--- config.mk ---
export PLATFORM = sky130hd
export DESIGN_NAME = ex_result_stage
export DESIGN_NICKNAME = d
export VERILOG_FILES = /design/src/rtl/ex_result_stage.sv
export SDC_FILE = /design/constraint.sdc
export NUM_CORES = 1
export LEC_CHECK = 0
export CORE_MARGIN = 3
export CORE_UTILIZATION = 43
export DETAILED_ROUTE_END_ITERATION = 16
export PLACE_DENSITY = 0.84
export SLEW_MARGIN = 10
export SYNTH_ARGS = -nofsm -noshare
export SYNTH_HDL_FRONTEND = slang
export SYNTH_SLANG_ARGS = --single-unit
--- constraint.sdc ---
create_clock -name clk -period 1.8 [get_ports clk]
set_input_delay 0.27 -clock clk [delete_from_list [all_inputs] [get_ports clk]]
set_output_delay 0.27 -clock clk [all_outputs]
set_load 0.02 [all_outputs]
--- src/rtl/ex_result_stage.sv ---
// EX result stage: funnels single-cycle ALU results and multi-cycle mult/div
// results into one registered output entry toward MEM. The entry uses a
// valid/ready handshake. Taken branches and jumps produce a one-cycle
// redirect. A mult/div that never answers is abandoned after MD_TIMEOUT
// cycles and leaves a sticky error flag.
module ex_result_stage #(
  parameter int XLEN       = 32,
  parameter int MD_TIMEOUT = 40
) (
  input  logic            clk,
  input  logic            rst_n,
  input  logic            in_valid,
  input  logic            in_md,
  input  logic            in_branch,
  input  logic            in_jump,
  input  logic [XLEN-1:0] alu_result,
  input  logic            alu_is_zero,
  input  logic            alu_ready,
  input  logic [XLEN-1:0] in_target,
  input  logic [4:0]      in_rd,
  input  logic            in_regwrite,
  input  logic            out_ready,
  output logic            stall_ex,
  output logic            out_valid,
  output logic [XLEN-1:0] out_result,
  output logic [4:0]      out_rd,
  output logic            out_regwrite,
  output logic            redirect,
  output logic [XLEN-1:0] redirect_pc,
  output logic            md_timeout
);

  localparam int CW = (MD_TIMEOUT > 2) ? $clog2(MD_TIMEOUT) : 1;

  typedef enum logic [1:0] {
    IDLE    = 2'd0,
    MD_WAIT = 2'd1,
    HOLD    = 2'd2
  } state_t;

  state_t          state_q, state_d;
  logic [CW-1:0]   md_cnt;
  logic [4:0]      md_rd;
  logic            md_we;
  logic [XLEN-1:0] hold_result;
  logic            hold_we;

  logic            slot_free;
  logic            to_hit;
  logic            md_done;
  logic [XLEN-1:0] md_result;
  logic            md_result_we;
  logic            load_ex, load_md, load_hold, go_hold;

  // Next state, stall and load selection.
  always_comb begin
    state_d      = state_q;
    stall_ex     = 1'b0;
    load_ex      = 1'b0;
    load_md      = 1'b0;
    load_hold    = 1'b0;
    go_hold      = 1'b0;
    slot_free    = !out_valid || out_ready;
    to_hit       = (md_cnt == CW'(MD_TIMEOUT - 1));
    // A timeout retires the instruction just like a real answer. This keeps
    // the abandoned op from being re-issued when the state returns to IDLE.
    md_done      = alu_ready || to_hit;
    md_result    = alu_ready ? alu_result : '0;
    md_result_we = alu_ready ? md_we : 1'b0;
    case (state_q)
      IDLE: begin
        if (in_valid) begin
          if (in_md) begin
            stall_ex = 1'b1;
            state_d  = MD_WAIT;
          end else if (slot_free) begin
            load_ex = 1'b1;
          end else begin
            stall_ex = 1'b1;
          end
        end
      end
      MD_WAIT: begin
        stall_ex = !md_done;
        if (md_done) begin
          if (slot_free) begin
            load_md = 1'b1;
            state_d = IDLE;
          end else begin
            go_hold = 1'b1;
            state_d = HOLD;
          end
        end
      end
      HOLD: begin
        stall_ex = 1'b1;
        if (slot_free) begin
          load_hold = 1'b1;
          state_d   = IDLE;
        end
      end
      default: state_d = IDLE;
    endcase
    if (!rst_n) stall_ex = 1'b0;
  end

  // State, mult/div bookkeeping, output entry and redirect registers.
  always_ff @(posedge clk) begin
    if (!rst_n) begin
      state_q      <= IDLE;
      md_cnt       <= '0;
      md_rd        <= '0;
      md_we        <= 1'b0;
      hold_result  <= '0;
      hold_we      <= 1'b0;
      out_valid    <= 1'b0;
      out_result   <= '0;
      out_rd       <= '0;
      out_regwrite <= 1'b0;
      redirect     <= 1'b0;
      redirect_pc  <= '0;
      md_timeout   <= 1'b0;
    end else begin
      state_q <= state_d;

      if (state_q == IDLE && in_valid && in_md) begin
        md_cnt <= '0;
        md_rd  <= in_rd;
        md_we  <= in_regwrite;
      end else if (state_q == MD_WAIT) begin
        md_cnt <= md_cnt + 1'b1;
      end

      if (state_q == MD_WAIT && to_hit && !alu_ready) md_timeout <= 1'b1;

      if (go_hold) begin
        hold_result <= md_result;
        hold_we     <= md_result_we;
      end

      if (load_ex) begin
        out_valid    <= 1'b1;
        out_result   <= alu_result;
        out_rd       <= in_rd;
        out_regwrite <= in_regwrite;
      end else if (load_md) begin
        out_valid    <= 1'b1;
        out_result   <= md_result;
        out_rd       <= md_rd;
        out_regwrite <= md_result_we;
      end else if (load_hold) begin
        out_valid    <= 1'b1;
        out_result   <= hold_result;
        out_rd       <= md_rd;
        out_regwrite <= hold_we;
      end else if (out_ready) begin
        out_valid <= 1'b0;
      end

      redirect <= load_ex && (in_branch || in_jump) && alu_is_zero;
      if (load_ex && (in_branch || in_jump) && alu_is_zero) redirect_pc <= in_target;
    end
  end

endmodule

==> run_results.csv <==
group,metric,value,unit
critical_path,cp-end-kind,"flip-flop",
critical_path,worstPathRequired,2.11,ns
cts,cts_root_buf,"clkbuf_16",
grt,grt_pass1_wl,27000,um
placed_design,place.gp.congestion,0.844,
job,maxCapViolations,0,
cts,clk_pin_slew,0.06,ns
placed_design,place_inst,865,
cts,cts_tree,"built",
placed_design,port_buffers,152,
synthesis,syn_nets,661,
cts,numCtsBuffers,17,
power,leakage,2.89,nW
synthesis,synth_seq_area_share,0.456,
synthesis,synth_edf_count,0,
floorplanning,core_area,11700,um^2
floorplanning,die_w,117,um
routing,wl_per_cell,19.8,um
synthesis,syn_inst,581,
synthesis,synth_ff_type,"dfxtp_1",
finish,drive_gt1_frac,0.185,
routing,ant_nets,0,
grt,antenna_found_initial,0,
floorplanning,dieArea,13600,um^2
critical_path,path_cells,"or3b_4, buf_6, nor4_4, buf_6, clkbuf_16, mux2i_4, nor2_1",
timing,min_period,1.90,ns
finish,final_common_cell,"clkdlybuf4s50_1",
placed_design,dp_hpwl,10900,um
routing,dr.pass1.iters,5,
synthesis,post_synth.cell_area_avg,9.08,um^2
finish,fin_cells,907,
routing,drc_errors,0,
status,outcome,"finished with violations",
timing,fin_crit_sh,1.06,
synthesis,synth_seq_cells,120,
critical_path,cp.arrival,2.21,ns
critical_path,cpPeakStageDelay,0.40,ns
synthesis,synthesis.area,5270,um^2
cts,cts.path.max_buffers,2,
power,power_density,972,nW/um^2
timing,tightest_slew,0.733,ns
grt,grt_remaining_overflow,0,
timing,setup-violations-final,53,
routing,routed_wl,18000,um
grt,track_usage,0.252,
routing,vias_per_cell,5.93,
critical_path,startpoint_type,"flip-flop",
floorplanning,ios,153,
cts,clock_latency,0.42,ns
power,vdd_drop_max,0.625,mV
synthesis,async_flop_share,0,
critical_path,crit_top_cell,"buf_6",
timing,timing.final.ws_setup,-0.0993,ns
timing,fmax,0.527,GHz
routing,drt_iter0_markers,519,
cts,cts_sinks,120,
status,violations,"setup timing",
timing,rsz0062_at_grt,"yes",
floorplanning,initial_core_util,0.450,
timing,tns,-1.93,ns
grt,grt_pass1_vias,5362,
timing,drv_slew,0,
synthesis,ys_warn_count,0,
finish,layout_common_cells,"clkdlybuf4s50_1, dfxtp_1, o21ai_0",
critical_path,crit_fanout,8,
finish,area_growth,56.4,%
timing,finalHoldViolations,0,
finish,n_antenna_cell,0,
cts,cts_max_level,4,
floorplanning,rows,39,
synthesis,synth_cell_types,35,
critical_path,crit_type,"reg -> reg",
floorplanning,die_y,117,um
critical_path,crit_slowest_cell,"or3b_4",
routing,vias,5374,
grt,grt_max_degree,40,
worst_hold_path,hp-class,"in -> reg",
timing,clock-skew-final,0.0129,ns
finish,nets,832,
finish,post-route-util,0.704,
timing,relSlewSlack,0.506,
placed_design,dp_slack,-0.491,ns
through the flow:
| stage | total power, mW | hold slack (ns) | instance area (um^2) |
|---|---|---|---|
| final | 8.02 | 0.444 | 8250 |
| after global routing | 8.27 | 0.442 | 8250 |
| after CTS | 7.97 | 0.438 | 8060 |
| after detailed placement | 4.05 | 0.456 | 7250 |
| after global placement | 4.01 | 0.451 | 7250 |
| after floorplan | 3.47 | 0.410 | 5280 |
path summary, 6_finish.rpt:
kind | from | end | slack, ns | cells past startpoint
hold reg to reg | out_result[21] | out_result[21] | 0.47 | 2
hold / removal | alu_result[13] | hold_result[13] | 0.44 | 3
setup reg to reg | state_q[0] | redirect_pc[9] | -0.1 | 7
setup / recovery | state_q[0] | redirect_pc[9] | -0.1 | 7
worst max-delay path: cells and delay by family (launching register included):
family                 cells  cell delay, ns
buffers and inverters      3            0.49
DFF                        1            0.31
muxes                      1            0.23
and+or+nand+nor            3            0.76
power by group:
part | switching, mW | internal, mW | leakage (nW)
logic | 0.621 | 0.635 | 1.58
clock network | 1.21 | 2.71 | 0.332
registers | 0.0745 | 2.77 | 0.977
state kept, by name, summed over array words and instances (netlist names), 2 cells and up:
name         cells
hold_result     32
out_result      32
redirect_pc     32
md_cnt           6
md_rd            5
out_rd           5
state_q          2
logic make-up (layout without fill, tap and decap cells):
family,count (synthesis),after routing,synth area share
AO/OA/AOI/OAI,197,197,0.279
XOR/XNOR,5,5,0.00830
adder cells (fa/ha/maj),1,1,0.00237
buffers and inverters,91,274,0.0707
flip-flops,120,120,0.456
multiplexers,38,38,0.0721
AND/OR/NAND/NOR,129,129,0.112
cell usage after synthesis (2+ instances only):
library cell | count | share of area
nand4_1 | 3 | 0.0036
nor3_1 | 3 | 0.0028
dfxtp_1 | 120 | 0.46
nand2_1 | 45 | 0.032
nor2_1 | 47 | 0.033
a221oi_2 | 30 | 0.085
nand3b_1 | 5 | 0.0071
inv_1 | 33 | 0.023
clkbuf_1 | 47 | 0.033
nor2b_1 | 2 | 0.0024
buf_2 | 7 | 0.0066
a31oi_1 | 5 | 0.0059
nand2b_1 | 10 | 0.012
xor2_1 | 4 | 0.0066
a221oi_1 | 8 | 0.013
o221ai_1 | 33 | 0.055
mux2i_1 | 38 | 0.072
and3_1 | 6 | 0.0071
nand3_1 | 5 | 0.0047
buf_6 | 3 | 0.0064
o21ai_1 | 3 | 0.0028
a21oi_1 | 35 | 0.033
o21ai_0 | 77 | 0.073
metal layers:
metal / vias up / routed length, um / GRT usage
li1: 2450 / - / -
met1: 2573 / 6690 / 0.292
met2: 318 / 8970 / 0.421
met3: 33 / 1960 / 0.106
met4: 0 / 328 / 0.0818
met5: - / 0 / 0
what timing repair did:
action	CTS	global route
endpoints found under the setup margin	62	81
hold buffers	0	0
setup buffers	2	2
gates resized for setup	13	25
cloned	3	4
pin swaps	2	9
cell type report:
| type | count | area, um^2 |
|---|---|---|
| clock buffer | 25 | 526 |
| clock inverter | 6 | 158 |
| fill | 820 | 3460 |
| inverter | 34 | 130 |
| multi-input combinational | 370 | 2620 |
| sequential | 120 | 2410 |
| tap | 143 | 179 |
| timing repair buffer | 209 | 2230 |
No activity file was read; power rests on OpenSTA's default activity.
